**config.mk**
```make
export PLATFORM = sky130hd
export DESIGN_NAME = hram_wb_arbiter
export DESIGN_NICKNAME = d
export VERILOG_FILES = /design/src/rtl/hram_wb_arbiter.sv
export SDC_FILE = /design/constraint.sdc
export NUM_CORES = 1
export LEC_CHECK = 0
export ABC_AREA = 1
export BUFFER_PORTS_ARGS = -buffer_cell sky130_fd_sc_hd__buf_2
export CAP_MARGIN = 20
export CELL_PAD_IN_SITES_DETAIL_PLACEMENT = 0
export CELL_PAD_IN_SITES_GLOBAL_PLACEMENT = 1
export CORE_AREA = 2 2 146 148
export CTS_BUF_LIST = sky130_fd_sc_hd__clkbuf_4 sky130_fd_sc_hd__clkbuf_8
export DETAILED_ROUTE_END_ITERATION = 6
export DIE_AREA = 0 0 148 150
export PLACE_DENSITY = 0.83
export SYNTH_ARGS = -nofsm -noshare
export SYNTH_HDL_FRONTEND = slang
export SYNTH_SLANG_ARGS = --single-unit
```
**constraint.sdc**
```tcl
create_clock -name wb_clk_i -period 2.96 [get_ports wb_clk_i]
set_input_delay 0.148 -clock wb_clk_i [delete_from_list [all_inputs] [get_ports wb_clk_i]]
set_output_delay 0.148 -clock wb_clk_i [all_outputs]
set_load 0.02 [all_outputs]
```
**src/rtl/hram_wb_arbiter.sv**
```systemverilog
// Round-robin Wishbone B4 arbiter sharing the HyperRAM data port between NUM_M masters,
// with a per-grant burst cap and a slave stall watchdog.
module hram_wb_arbiter #(
    parameter int unsigned NUM_M       = 3,
    parameter int unsigned AW          = 32,
    parameter int unsigned DW          = 32,
    parameter int unsigned MAX_BEATS   = 64,
    parameter int unsigned WDOG_CYCLES = 1024
) (
    input  logic                    wb_clk_i,
    input  logic                    wb_rst_i,
    input  logic [NUM_M*AW-1:0]     m_adr_i,
    input  logic [NUM_M*DW-1:0]     m_dat_i,
    input  logic [NUM_M*DW/8-1:0]   m_sel_i,
    input  logic [NUM_M*3-1:0]      m_cti_i,
    input  logic [NUM_M-1:0]        m_we_i,
    input  logic [NUM_M-1:0]        m_cyc_i,
    input  logic [NUM_M-1:0]        m_stb_i,
    output logic [DW-1:0]           m_dat_o,
    output logic [NUM_M-1:0]        m_ack_o,
    output logic [NUM_M-1:0]        m_err_o,
    output logic [AW-1:0]           s_adr_o,
    output logic [DW-1:0]           s_dat_o,
    output logic [DW/8-1:0]         s_sel_o,
    output logic [2:0]              s_cti_o,
    output logic                    s_we_o,
    output logic                    s_cyc_o,
    output logic                    s_stb_o,
    input  logic [DW-1:0]           s_dat_i,
    input  logic                    s_ack_i,
    output logic [NUM_M-1:0]        grant_o
);

    localparam int unsigned SW = DW / 8;
    localparam int unsigned IW = (NUM_M > 1) ? $clog2(NUM_M) : 1;
    localparam int unsigned BW = $clog2(MAX_BEATS + 1);
    localparam int unsigned WW = (WDOG_CYCLES > 1) ? $clog2(WDOG_CYCLES) : 1;

    localparam logic [BW-1:0] BEAT_LAST = BW'(MAX_BEATS - 1);
    localparam logic [BW-1:0] BEAT_SAT  = BW'(MAX_BEATS);
    localparam logic [WW-1:0] WDOG_LAST = WW'(WDOG_CYCLES - 1);
    localparam logic [2:0]    CTI_INCR  = 3'b010;
    localparam logic [2:0]    CTI_EOB   = 3'b111;

    typedef enum logic [1:0] {
        ST_IDLE,
        ST_ACTIVE,
        ST_RELEASE
    } state_t;

    state_t          state_q, state_d;
    logic [IW-1:0]   gnt_idx_q, gnt_idx_d;
    logic [NUM_M-1:0] grant_q, grant_d;
    logic [IW-1:0]   ptr_q, ptr_d;
    logic [BW-1:0]   beat_q, beat_d;
    logic [WW-1:0]   wdog_q, wdog_d;

    logic            pick_vld;
    logic [IW-1:0]   pick_idx;
    logic [AW-1:0]   g_adr;
    logic [DW-1:0]   g_dat;
    logic [SW-1:0]   g_sel;
    logic [2:0]      g_cti;
    logic            g_we;
    logic            g_cyc;
    logic            g_stb;
    logic            wdog_expire;

    function automatic logic [IW-1:0] wrap_add(input logic [IW-1:0] base, input int unsigned off);
        int unsigned s;
        s = 32'(base) + off;
        if (s >= NUM_M) s = s - NUM_M;
        return IW'(s);
    endfunction

    // First requester at or after the round-robin pointer; lowest offset wins.
    always_comb begin
        pick_vld = 1'b0;
        pick_idx = '0;
        for (int unsigned k = NUM_M; k > 0; k--) begin
            if (m_cyc_i[wrap_add(ptr_q, k - 1)]) begin
                pick_vld = 1'b1;
                pick_idx = wrap_add(ptr_q, k - 1);
            end
        end
    end

    always_comb begin
        g_adr = m_adr_i[32'(gnt_idx_q) * AW +: AW];
        g_dat = m_dat_i[32'(gnt_idx_q) * DW +: DW];
        g_sel = m_sel_i[32'(gnt_idx_q) * SW +: SW];
        g_cti = m_cti_i[32'(gnt_idx_q) * 3 +: 3];
        g_we  = m_we_i[gnt_idx_q];
        g_cyc = m_cyc_i[gnt_idx_q];
        g_stb = m_stb_i[gnt_idx_q];
    end

    // A same-cycle ack beats the watchdog, so expiry needs the ack to be absent.
    assign wdog_expire = (state_q == ST_ACTIVE) && g_cyc && g_stb &&
                         (wdog_q == WDOG_LAST) && !s_ack_i;

    assign m_dat_o = s_dat_i;
    assign grant_o = grant_q;

    always_comb begin
        state_d   = state_q;
        gnt_idx_d = gnt_idx_q;
        grant_d   = grant_q;
        ptr_d     = ptr_q;
        beat_d    = beat_q;
        wdog_d    = wdog_q;
        s_adr_o   = '0;
        s_dat_o   = '0;
        s_sel_o   = '0;
        s_cti_o   = '0;
        s_we_o    = 1'b0;
        s_cyc_o   = 1'b0;
        s_stb_o   = 1'b0;
        m_ack_o   = '0;
        m_err_o   = '0;

        case (state_q)
            ST_IDLE: begin
                if (pick_vld) begin
                    state_d   = ST_ACTIVE;
                    gnt_idx_d = pick_idx;
                    grant_d   = NUM_M'(1'b1) << pick_idx;
                    beat_d    = '0;
                    wdog_d    = '0;
                end
            end

            ST_ACTIVE: begin
                s_adr_o = g_adr;
                s_dat_o = g_dat;
                s_sel_o = g_sel;
                s_we_o  = g_we;
                s_cyc_o = g_cyc;
                s_stb_o = g_stb && !wdog_expire;
                s_cti_o = ((beat_q == BEAT_LAST) && (g_cti == CTI_INCR)) ? CTI_EOB : g_cti;
                m_ack_o[gnt_idx_q] = s_ack_i;
                m_err_o[gnt_idx_q] = wdog_expire;

                if (s_ack_i) begin
                    wdog_d = '0;
                    if (beat_q != BEAT_SAT) beat_d = BW'(beat_q + 1'b1);
                end else if (g_stb && !wdog_expire) begin
                    wdog_d = WW'(wdog_q + 1'b1);
                end

                if (!g_cyc) begin
                    state_d = ST_IDLE;
                    grant_d = '0;
                    ptr_d   = wrap_add(gnt_idx_q, 1);
                end else if ((s_ack_i && (beat_q == BEAT_LAST)) || wdog_expire) begin
                    state_d = ST_RELEASE;
                end
            end

            ST_RELEASE: begin
                state_d = ST_IDLE;
                grant_d = '0;
                ptr_d   = wrap_add(gnt_idx_q, 1);
            end

            default: begin
                state_d = ST_IDLE;
                grant_d = '0;
            end
        endcase
    end

    always_ff @(posedge wb_clk_i) begin
        if (wb_rst_i) begin
            state_q   <= ST_IDLE;
            gnt_idx_q <= '0;
            grant_q   <= '0;
            ptr_q     <= '0;
            beat_q    <= '0;
            wdog_q    <= '0;
        end else begin
            state_q   <= state_d;
            gnt_idx_q <= gnt_idx_d;
            grant_q   <= grant_d;
            ptr_q     <= ptr_d;
            beat_q    <= beat_d;
            wdog_q    <= wdog_d;
        end
    end

endmodule

```
# == Yosys cells after proc, flatten, opt, wreduce, memory -nomap -nowiden ==
# Index checks and enable logic that the tools add are counted.
# word_totals
inputBits,257
reg_bits,26
elab_cells,115
out_inout_bits,115
# op_classes
n_mul,1
magnitude_cmp,9
n_mux,51
shift,5
n_eq_ne,12
addsub,9
bitwise_logic,2
reduce_logical,20
# ops
cell,n
variable part select 96 x 8 -> 32 bit,2
2-to-1 mux 32 bit,2
2-to-1 mux 10 bit,3
2-to-1 mux 2 bit,11
2-to-1 mux 7 bit,3
one-hot mux 10 bit (2 select lines),1
2-to-1 mux 3 bit,6
one-hot mux 7 bit (2 select lines),1
2-to-1 mux 1 bit,13
binary-select mux 1 bit (select 2 bit),6
less-than comparator 2 x 3 -> 1 bit (second input constant),4
variable part select 12 x 5 -> 4 bit,1
adder 10 x 1 -> 10 bit (second input constant),1
equality test 10 bit (second input constant),1
greater-or-equal comparator 3 x 2 -> 1 bit (second input constant),3
variable part select 9 x 5 -> 3 bit,1
logical AND 1 bit,8
one-hot mux 2 bit (2 select lines),2
AND reduction 2 bit,4
subtractor 2 bit (second input constant),4
adder 7 x 1 -> 7 bit (second input constant),1
equality test 7 x 6 -> 1 bit (second input constant),1
!= test 7 bit (second input constant),1
adder 2 x 1 -> 3 bit (second input constant),2
other kinds (21),27

# == Longest topological paths before layout ==
# Gate-level depths: netlist of run 1.
# logic_depth
ltp_word,11
ltp_mapped,13
ltp_nobuf,13

# == Worst setup path after synthesis of run 1 ==
# Ideal clock, no wire load.
# synth_timing
path_kind,flip-flop to flip-flop
startpoint,register state_q[1]
endpoint,register beat_q[1]
t_arrival_ps,1649
path_slack_ps,1185
setup_time_ps,126
stages_incl_launch_ff,12
period_less_slack_ps,1775
path_buffers,1
required_time_ps,2834
cell_sequence,dfxtp_1 inv_1 ha_1 buf_2 inv_2 nor2_4 inv_2 nand2_1 a41oi_2 nand2_1 a21oi_1 nor3_1
# synth_between
elab_chain_cells,3
elab_cells_between_ends,8
cone_classes,eq/ne (4); mux (1); reduce/logical (3)
# synth_lines
element,line_no,text
from (decl),51,"state_t state_q, state_d;"
from (signal assigned),182,state_q <= state_d;
equality test 2 x 1 -> 1 bit or logical NOT 2 bit (tied branches),122,case (state_q)
"!= test 2 x 1 -> 1 bit (no line), or another cell as far along",n/a,
AND reduction 4 bit (no line),n/a,
to (signal assigned),186,beat_q <= beat_d;
to (decl),55,"logic [BW-1:0] beat_q, beat_d;"
# Several ways; a longest one is shown, not always the timed one.
# A chain may end at the register's enable or synchronous reset.

# == Worst setup path after layout of run 1 ==
# layout_timing
startpoint,register ptr_q[0]
endpoint,register wdog_q[7]
# layout_between
elab_chain_cells,10
elab_cells_between_ends,22
cone_classes,add/sub (5); order compare (3); eq/ne (1); mux (12); reduce/logical (1)
# layout_lines
element,line_no,text
from (decl),54,"logic [IW-1:0] ptr_q, ptr_d;"
from (signal assigned),185,ptr_q <= ptr_d;
adder 2 x 2 -> 3 bit,71,s = 32'(base) + off;
greater-or-equal comparator 3 x 2 -> 1 bit or subtractor 2 bit (tied branches),72,if (s >= NUM_M) s = s - NUM_M;
2-to-1 mux 2 bit,72,
binary-select mux 1 bit (select 2 bit),81,"if (m_cyc_i[wrap_add(ptr_q, k - 1)]) begin"
2-to-1 mux 1 bit (implied by the code),81,
2-to-1 mux 1 bit (2 in a row),81,
2-to-1 mux 1 bit (*),81,
!= test 2 bit (no line) (*),n/a,
AND reduction 3 bit (no line) (*),n/a,
to (signal assigned),187,wdog_q <= wdog_d;
to (decl),56,"logic [WW-1:0] wdog_q, wdog_d;"
# Every way passes the cells marked *; elsewhere a longest branch is shown, timed or not. The select of a mux whose other input is x is not followed.

==> tab_implementation.tex, run 1 <==
\begin{tabular}{lr}
\hline
Metric & Value \\
\hline
\multicolumn{2}{l}{\textbf{Pwr}} \\
Power density relative to cell area & between 800 and 900 mW/mm² \\
Leakage power figure & 0.002830 µW \\
Worst voltage drop across the vdd grid & 0.0003950 V \\
Power, Total & 4724 µW \\
\multicolumn{2}{l}{\textbf{Route}} \\
Via/cell ratio & around 4.3 \\
Final Routed Wirelength & between 15,000 and 20,000 µm \\
DRC errors left & 0 \\
Violation count after the first detailed-route iteration & 238 \\
Length of the first detailed-routing pass in iterations & 5 \\
Wire length per cell after detailed routing & 15.74 µm \\
Total number of vias & 5,402 \\
Final antenna-violating net count & 0 \\
\multicolumn{2}{l}{\textbf{Timing}} \\
Pins Over Slew Limit & 0 \\
Worst Max-Slew Pin Slew & 626.4 ps \\
Max-slew headroom at the worst pin & 0.5824 \\
Count of final setup violators & 0 \\
Final number of hold-violating endpoints & 0 \\
Setup repair after global routing missed its margin & false \\
Final worst clock skew & 8.361 ps \\
Max Fclk & about 410 MHz \\
Setup Total Neg Slack & 0 ps \\
Share of the clock period used by the worst path & 0.8169 \\
Final critical delay including setup and external delays & 2418 ps \\
Fin Hold WS & 254.3 ps \\
\multicolumn{2}{l}{\textbf{Clock network}} \\
H-Tree Level Count & 1 \\
CTS tree & built \\
Clock latency of the later-clocked register in the worst-skew pair & 270 ps \\
Clock-pin slew of the registers on the worst-case setup and hold paths & around 90 ps \\
Post-CTS Hold Buffers & 0 \\
Number of clock sinks & 26 \\
Clock Root Buffer & sky130\_fd\_sc\_hd\_\_clkbuf\_8 \\
Buffers from clock root to sink, at most & 2 \\
Number of gates resized after cts & 0 \\
Number of buffers inserted during clock tree synthesis & 3 \\
Total setup buffers inserted after CTS & 0 \\
\multicolumn{2}{l}{\textbf{Setup path}} \\
Element type at the critical path end & flop \\
WP data required & 3170 ps \\
Largest incremental delay on the critical path & approximately 430 ps \\
Most frequent CP cell & sky130\_fd\_sc\_hd\_\_nand2\_1 \\
Largest driver fanout on the critical path & 19 \\
Critical Path Source Type & flop \\
Worst-path cell chain & inv\_1 -> ha\_1 -> inv\_1 -> nand2\_1 -> nand3\_1 -> nand2\_1 -> inv\_1 -> nand4\_1 -> nand2\_1 -> inv\_2 -> nand2\_1 -> nand2\_1 -> a21oi\_1 \\
Kind of cell adding the most delay to the critical path & simple AND/OR/NAND/NOR gates \\
Crit path arrival time & 2620 ps \\
Critical path buffer and inverter count & 4 \\
Cell type of the slowest stage on the worst timing path & sky130\_fd\_sc\_hd\_\_nand4\_1 \\
Start-to-end type of the worst setup path & reg -> reg \\
\multicolumn{2}{l}{\textbf{Yosys}} \\
Post-Synthesis Cells & between 700 and 800 \\
Largest cells by area after synthesis & sky130\_fd\_sc\_hd\_\_nor2\_1 (17\%), sky130\_fd\_sc\_hd\_\_nand2\_1 (14\%), sky130\_fd\_sc\_hd\_\_dfxtp\_1 (13\%) \\
Cell Area, Synth & 0.003859 mm² \\
Post-synthesis sequential element count & 26 \\
Sequential area share after synthesis & 0.1349 \\
Synthesis warning total & 0 \\
Yosys cell types & 32 \\
Top-area cell type share of the netlist area & 0.1683 \\
Nets in the synthesized netlist & 993 \\
Syn Area/Cell & between 5 and 6 µm² \\
Cell type with the largest total area after synthesis & sky130\_fd\_sc\_hd\_\_nor2\_1 \\
\multicolumn{2}{l}{\textbf{Cells and area}} \\
Synth-to-Final Area Change & 41.12\% \\
Final-stage net count & between 1,000 and 1,500 \\
Layout cells sized above 1 & 0.3592 \\
Core utilization of the finished layout & 0.2632 \\
Filler-free cell count of the finished design & 1,242 \\
\multicolumn{2}{l}{\textbf{Die}} \\
Area of the core & 0.02069 mm² \\
Std-Cell Rows & 53 \\
I/O pins & 372 \\
Effective utilization at floorplan & 0.1865 \\
Die Span X & 148 µm \\
Die area & 0.02220 mm² \\
Die height & around 150 µm \\
\multicolumn{2}{l}{\textbf{Flow run}} \\
Max-cap violations & 0 \\
\multicolumn{2}{l}{\textbf{Placement}} \\
Placed Cells & between 1,000 and 1,500 \\
Weighted congestion reported at the end of routability-driven placement & 0.8164 \\
Port Buf Inserts & a little over 300 \\
DP Wirelength & $\sim$16,000 µm \\
\multicolumn{2}{l}{\textbf{Global route}} \\
Total grt overflow & 0 \\
Maximum number of pins on one net before global-route repair & 74 \\
Global-route wire length before repair & approximately 28,000 µm \\
All-Layer GR Usage & 0.1635 \\
Number of global-route vias before repair & 4,988 \\
Antenna violations before repair & 0 \\
\multicolumn{2}{l}{\textbf{Status}} \\
Result of the run & complete, no violations \\
\multicolumn{2}{l}{\textbf{Min path}} \\
Worst hold path type & in -> reg \\
\hline
\end{tabular}
## synthesized netlist by cell type
master,instances
sky130_fd_sc_hd__nor2_8,1
sky130_fd_sc_hd__o21ai_0,82
sky130_fd_sc_hd__a21oi_4,1
sky130_fd_sc_hd__nand2_1,145
sky130_fd_sc_hd__buf_6,2
sky130_fd_sc_hd__a21oi_1,93
sky130_fd_sc_hd__buf_2,5
sky130_fd_sc_hd__inv_2,4
sky130_fd_sc_hd__buf_4,34
sky130_fd_sc_hd__nor2_1,173
sky130_fd_sc_hd__nand3_4,1
sky130_fd_sc_hd__o21bai_1,1
sky130_fd_sc_hd__nand4_1,6
sky130_fd_sc_hd__ha_1,11
sky130_fd_sc_hd__a21oi_2,8
sky130_fd_sc_hd__nand2_4,2
sky130_fd_sc_hd__or2_2,1
sky130_fd_sc_hd__inv_1,39
sky130_fd_sc_hd__buf_1,6
sky130_fd_sc_hd__nand3b_1,1
sky130_fd_sc_hd__nor2_4,2
sky130_fd_sc_hd__dfxtp_1,26
sky130_fd_sc_hd__clkbuf_1,31
sky130_fd_sc_hd__a32oi_1,1
sky130_fd_sc_hd__nor3_1,5
sky130_fd_sc_hd__nand2_2,2
sky130_fd_sc_hd__a211oi_1,1
sky130_fd_sc_hd__inv_4,1
sky130_fd_sc_hd__nand3_2,2
sky130_fd_sc_hd__nand3_1,32
sky130_fd_sc_hd__xor2_1,5
sky130_fd_sc_hd__a41oi_2,1
## where the power goes
| part | switching [µW] | internal [µW] | leakage (µW) |
|---|---|---|---|
| logic | 2700 | 1230 | 0.00259 |
| clock network | 113 | 119 | 0.0000288 |
| registers | 121 | 440 | 0.000214 |
## cell type report
type                       instances  area [µm²]
fill                            2422       15240
multi-input combinational        577        2729
timing repair buffer             315        1622
sequential                        26       525.5
tap                              275       344.1
inverter                          44       167.7
clock buffer                       4       55.05
antenna                            1       2.502
## final timing paths
check / slack (ps) / from / to / cells after the start
worst min register to register: 470 / grant_o[2]$_SDFFE_PP0P_ / grant_o[2]$_SDFFE_PP0P_ / 2
worst max-delay path: 540 / ptr_q[0]$_SDFFE_PP0P_ / wdog_q[7]$_SDFFE_PP0P_ / 13
worst min-delay path: 250 / wb_rst_i / grant_o[2]$_SDFFE_PP0P_ / 2
worst max register to register: 540 / ptr_q[0]$_SDFFE_PP0P_ / wdog_q[7]$_SDFFE_PP0P_ / 13
## cell usage in the layout, fill, tap and decap left out, types with 4 or more instances in the layout
master,count
sky130_fd_sc_hd__inv_2,4
sky130_fd_sc_hd__nand4_1,6
sky130_fd_sc_hd__a21oi_1,93
sky130_fd_sc_hd__nand2_1,145
sky130_fd_sc_hd__a21oi_2,8
sky130_fd_sc_hd__ha_1,11
sky130_fd_sc_hd__nor3_1,5
sky130_fd_sc_hd__clkbuf_8,4
sky130_fd_sc_hd__dfxtp_1,24
sky130_fd_sc_hd__buf_2,307
sky130_fd_sc_hd__nand3_1,32
sky130_fd_sc_hd__xor2_1,5
sky130_fd_sc_hd__nor2_1,173
sky130_fd_sc_hd__o21ai_0,82
sky130_fd_sc_hd__inv_1,39
sky130_fd_sc_hd__buf_4,6
## sequential cells by signal, indices dropped and copies added (netlist names)
signal,cells
ptr_q,2
grant_o,3
state_q,2
beat_q,7
gnt_idx_q,2
wdog_q,10
## stage by stage
step	worst slack [ps]	area (µm²)
detailed placement	584.0	5388
global placement	703.4	5388
CTS	452.6	5443
global route	247.1	5443
finish	542.1	5445
floorplan	1185	3859
## routing by layer
| metal | routed length, µm | track usage |
|---|---|---|
| met1 | 8732 | 0.2132 |
| met2 | 8479 | 0.2611 |
| met3 | 2133 | 0.06402 |
| met4 | 201 | 0.02333 |
| met5 | 0 | 0 |
## cells by family (layout without fill, tap and decap cells)
| group | after synthesis | in the layout | share of synthesized area |
|---|---|---|---|
| and+or+nand+nor | 373 | 373 | 0.4005 |
| AOI/OAI and AO/OA | 188 | 188 | 0.2597 |
| buffers and inverters | 122 | 363 | 0.1579 |
| DFF | 26 | 26 | 0.1349 |
| adders and majority gates | 11 | 11 | 0.03567 |
| xor gates and xnor gates | 5 | 5 | 0.01135 |
| other | 0 | 1 | 0 |
## worst reg2reg max path, cell delays in order (launching register included)
cell and delay, ps:
sky130_fd_sc_hd__dfxtp_1 350, sky130_fd_sc_hd__inv_1 60, sky130_fd_sc_hd__ha_1 320, sky130_fd_sc_hd__inv_1 160, sky130_fd_sc_hd__nand2_1 70, sky130_fd_sc_hd__nand3_1 80
sky130_fd_sc_hd__nand2_1 70, sky130_fd_sc_hd__inv_1 90, sky130_fd_sc_hd__nand4_1 430, sky130_fd_sc_hd__nand2_1 220, sky130_fd_sc_hd__inv_2 190, sky130_fd_sc_hd__nand2_1 140
sky130_fd_sc_hd__nand2_1 50, sky130_fd_sc_hd__a21oi_1 110
Power figures use the tool's default switching activity.
==> run 2: changes to the inputs <==
--- a/config.mk
+++ b/config.mk
@@ -10,11 +10,11 @@
 export CAP_MARGIN = 20
 export CELL_PAD_IN_SITES_DETAIL_PLACEMENT = 0
 export CELL_PAD_IN_SITES_GLOBAL_PLACEMENT = 1
-export CORE_AREA = 2 2 146 148
+export CORE_MARGIN = 2
+export CORE_UTILIZATION = 20
 export CTS_BUF_LIST = sky130_fd_sc_hd__clkbuf_4 sky130_fd_sc_hd__clkbuf_8
 export DETAILED_ROUTE_END_ITERATION = 6
-export DIE_AREA = 0 0 148 150
-export PLACE_DENSITY = 0.83
+export PLACE_DENSITY = 0.9
 export SYNTH_ARGS = -nofsm -noshare
 export SYNTH_HDL_FRONTEND = slang
 export SYNTH_SLANG_ARGS = --single-unit
==> constraint.sdc (replaced) <==
create_clock -name wb_clk_i -period 2 [get_ports wb_clk_i]
set_input_delay 0.1 -clock wb_clk_i [delete_from_list [all_inputs] [get_ports wb_clk_i]]
set_output_delay 0.1 -clock wb_clk_i [all_outputs]
set_load 0.02 [all_outputs]
==> tab_implementation.tex, run 2 (synthesis results as in run 1) <==
\begin{tabular}{lr}
\hline
Metric & Value \\
\hline
\multicolumn{2}{l}{\textbf{Status}} \\
Result of the run & complete, no violations \\
\multicolumn{2}{l}{\textbf{Route}} \\
Length of the first detailed-routing pass in iterations & 5 (unchanged) \\
DRC errors left & 0 (unchanged) \\
Final antenna-violating net count & 0 (unchanged) \\
Violation count after the first detailed-route iteration & 336 (+41\%) \\
Wire length per cell after detailed routing & 15.68 µm (-0.37\%) \\
Final Routed Wirelength & 19,460 µm (-0.45\%) \\
Via/cell ratio & 4.436 (+2.0\%) \\
Total number of vias & 5,505 (+1.9\%) \\
\multicolumn{2}{l}{\textbf{Global route}} \\
Total grt overflow & 0 (unchanged) \\
Number of global-route vias before repair & 5,013 (+0.50\%) \\
Global-route wire length before repair & 28,030 µm (-0.27\%) \\
Maximum number of pins on one net before global-route repair & 51 (-31\%) \\
Antenna violations before repair & 0 (unchanged) \\
All-Layer GR Usage & 0.1755 (+0.01195) \\
\multicolumn{2}{l}{\textbf{Timing}} \\
Max-slew headroom at the worst pin & 0.7049 (+0.1225) \\
Setup repair after global routing missed its margin & true \\
Max Fclk & 512.5 MHz \\
Worst Max-Slew Pin Slew & 442.6 ps (-183.8 ps) \\
Pins Over Slew Limit & 0 (unchanged) \\
Share of the clock period used by the worst path & 0.9755 \\
Final critical delay including setup and external delays & between 1500 and 2000 ps \\
Final worst clock skew & 3.279 ps (-5.082 ps) \\
Final number of hold-violating endpoints & 0 (unchanged) \\
Count of final setup violators & 0 (unchanged) \\
\multicolumn{2}{l}{\textbf{Setup path}} \\
Setup slack of the most critical reg-to-reg path & 150 ps (-390 ps) \\
Cell type of the slowest stage on the worst timing path & sky130\_fd\_sc\_hd\_\_dfxtp\_4 \\
Element type at the critical path end & output pin \\
Logic depth of the worst register-to-register path & 13 (unchanged) \\
Reg2Reg Capture Point & wdog\_q[3]\$\_SDFFE\_PP0P\_ \\
Reg-to-reg startpoint & ptr\_q[0]\$\_SDFFE\_PP0P\_ \\
Most frequent CP cell & sky130\_fd\_sc\_hd\_\_nand2\_1 \\
Crit path arrival time & 1850 ps (-770 ps) \\
Largest incremental delay on the critical path & 440 ps (about the same) \\
Start-to-end type of the worst setup path & reg -> out \\
Largest driver fanout on the critical path & 10 (-9) \\
Critical Path Source Type & flop \\
Worst-path cell chain & inv\_6 -> nand2\_1 -> a32oi\_2 -> nand2\_1 -> nor3\_2 -> o21ai\_1 -> inv\_1 -> buf\_2 \\
WP data required & 1900 ps (-1270 ps) \\
\multicolumn{2}{l}{\textbf{Min path}} \\
Hold-critical path endpoint & gnt\_idx\_q[1]\$\_SDFFE\_PP0P\_ \\
Hold-critical path depth & 2 (unchanged) \\
Startpoint of the worst hold path & wb\_rst\_i \\
Worst hold path type & in -> reg \\
\multicolumn{2}{l}{\textbf{Cells and area}} \\
Final-stage net count & 1,249 (+1.1\%) \\
Synth-to-Final Area Change & 47.02\% \\
Most frequent standard cell in the layout excluding fill and tap cells & sky130\_fd\_sc\_hd\_\_buf\_2 \\
Multi-input gate area in the final layout & 0.002805 mm² (+2.8\%) \\
Number of flip-flops under the largest register name & 10 (unchanged) \\
Total area of sequential cells & 528.0 µm² (+0.48\%) \\
Top library cells by usage in the layout, fill and taps aside & sky130\_fd\_sc\_hd\_\_buf\_2 (307), sky130\_fd\_sc\_hd\_\_nor2\_1 (171), sky130\_fd\_sc\_hd\_\_nand2\_1 (142), sky130\_fd\_sc\_hd\_\_a21oi\_1 (89), sky130\_fd\_sc\_hd\_\_o21ai\_0 (78) \\
Layout cells sized above 1 & 0.3878 (+0.02854) \\
Layout filler cell count & 2,128 (-12\%) \\
Reg with most FFs & wdog\_q \\
Core utilization of the finished layout & 0.3013 (+0.03808) \\
\multicolumn{2}{l}{\textbf{Placement}} \\
Port Buf Inserts & 307 (unchanged) \\
DP Wirelength & 15,770 µm (-1.2\%) \\
Weighted congestion reported at the end of routability-driven placement & 0.8564 (+4.9\%) \\
\multicolumn{2}{l}{\textbf{Die}} \\
Effective utilization at floorplan & 0.2049 (+0.01841) \\
Die area & 0.02042 mm² (-8.0\%) \\
Std-Cell Rows & 50 (-5.7\%) \\
Die height & 142.9 µm (-4.7\%) \\
Area of the core & 0.01883 mm² (-9.0\%) \\
Die Span X & 142.9 µm (-3.4\%) \\
I/O pins & 372 (unchanged) \\
\multicolumn{2}{l}{\textbf{Pwr}} \\
Clock network fraction of total power & 0.048 (about the same) \\
Power, Total & 7429 µW (+57\%) \\
Combinational group share of total power & 0.845 (+0.013) \\
Power density relative to cell area & 1309 mW/mm² (+51\%) \\
Switching share of power & 0.6052 (-0.01502) \\
Worst voltage drop across the vdd grid & 0.0005861 V (+48\%) \\
Cell-internal power & 2933 µW (+63\%) \\
Leakage power figure & 0.002922 µW (+3.3\%) \\
Relative contribution of sequential cells to total power & 0.108 (-0.011) \\
Reported net switching power & 4496 µW (+53\%) \\
\multicolumn{2}{l}{\textbf{Clock network}} \\
Clock latency of the later-clocked register in the worst-skew pair & 270 ps (about the same) \\
H-Tree Level Count & 1 (unchanged) \\
Number of buffers inserted during clock tree synthesis & 3 (unchanged) \\
Clock-pin slew of the registers on the worst-case setup and hold paths & 100 ps (about the same) \\
Buffers from clock root to sink, at most & 2 (unchanged) \\
CTS tree & built \\
Clock Root Buffer & sky130\_fd\_sc\_hd\_\_clkbuf\_8 \\
Number of clock sinks & 26 (unchanged) \\
\multicolumn{2}{l}{\textbf{Flow run}} \\
Max-cap violations & 0 (unchanged) \\
\hline
\end{tabular}
[run 2: cell count changes in the layout (fill, tap and decap cells not counted), moves of 3 or more]
cell | previous run | this run
sky130_fd_sc_hd__o21ai_1 | 0 | 3
sky130_fd_sc_hd__buf_12 | 2 | 6
sky130_fd_sc_hd__buf_4 | 6 | 16
sky130_fd_sc_hd__ha_1 | 11 | 8
sky130_fd_sc_hd__a21oi_2 | 8 | 12
sky130_fd_sc_hd__a21oi_1 | 93 | 89
sky130_fd_sc_hd__o21ai_0 | 82 | 78
sky130_fd_sc_hd__nand2_1 | 145 | 142
[run 2: power by group through the flow]
stage          Clock (µW)  Sequential, µW  Combinational, µW
2_1_floorplan           0             769               4120
3_3_place_gp            0             796               6120
3_5_place_dp            0             798               6150
4_1_cts               358             790               6210
5_1_grt               370             821               6960
6_report              353             801               6270
[run 2: worst max-delay path: cells and delay by family (launching register included)]
| family | cells | cell delay, ps |
|---|---|---|
| flip-flops | 1 | 440 |
| AO/OA/AOI/OAI | 2 | 350 |
| AND/OR/NAND/NOR | 3 | 410 |
| buffers and inverters | 3 | 380 |
[run 2: repair_timing]
item | in CTS | in global routing
hold buffers | 0 | 0
endpoints found under the setup margin | 21 | 35
pin swaps | 0 | 5
setup buffers | 0 | 1
resized for setup | 6 | 30
[run 2: layer usage]
layer | up-vias | wire length [µm] | part of all wire | GRT usage
li1 | 2823 | - | - | -
met2 | 201 | 9932 | 0.51 | 0.3354
met5 | - | 0 | 0 | 0
met3 | 18 | 1016 | 0.052 | 0.02046
met4 | 0 | 392 | 0.020 | 0.03491
met1 | 2463 | 8117 | 0.42 | 0.2093
[run 2: worst max path at each step]
| stage | startpoint | to | slack [ps] | cells past startpoint |
|---|---|---|---|---|
| floorplan | state_q[1]$_SDFFE_PP0P_ | beat_q[1]$_SDFFE_PP0P_ | 230 | 11 |
| global placement | ptr_q[0]$_SDFFE_PP0P_ | wdog_q[7]$_SDFFE_PP0P_ | 40 | 12 |
| detailed placement | ptr_q[0]$_SDFFE_PP0P_ | wdog_q[3]$_SDFFE_PP0P_ | -50 | 12 |
| CTS | beat_q[1]$_SDFFE_PP0P_ | s_cti_o[0] | -30 | 10 |
| global route | beat_q[0]$_SDFFE_PP0P_ | s_cti_o[0] | -100 | 10 |
| finish | gnt_idx_q[0]$_SDFFE_PP0P_ | s_cti_o[0] | 50 | 8 |
[run 2: area by class of cell]
type | count | share of cell area
tap | 260 | 0.05734
antenna | 1 | 0.0004411
multi-input combinational | 577 | 0.4945
sequential | 26 | 0.09307
inverter | 44 | 0.03176
clock buffer | 4 | 0.009704
timing repair buffer | 329 | 0.3132
[run 2: through the flow]
| step | instances | setup WS, ps | hold WS [ps] | setup TNS (ps) | cell area (µm²) |
|---|---|---|---|---|---|
| 2_1_floorplan | 725 | 225.1 | 312.6 | 0 | 3859 |
| 3_3_place_gp | 1235 | 42.53 | 200.1 | 0 | 5492 |
| 3_5_place_dp | 1235 | -49.78 | 200.1 | -254.3 | 5492 |
| 4_1_cts | 1239 | -29.83 | 199.0 | -44.16 | 5564 |
| 5_1_grt | 1240 | -96.37 | 200.0 | -151.4 | 5670 |
| 6_report | 1241 | 48.93 | 194.7 | 0 | 5673 |
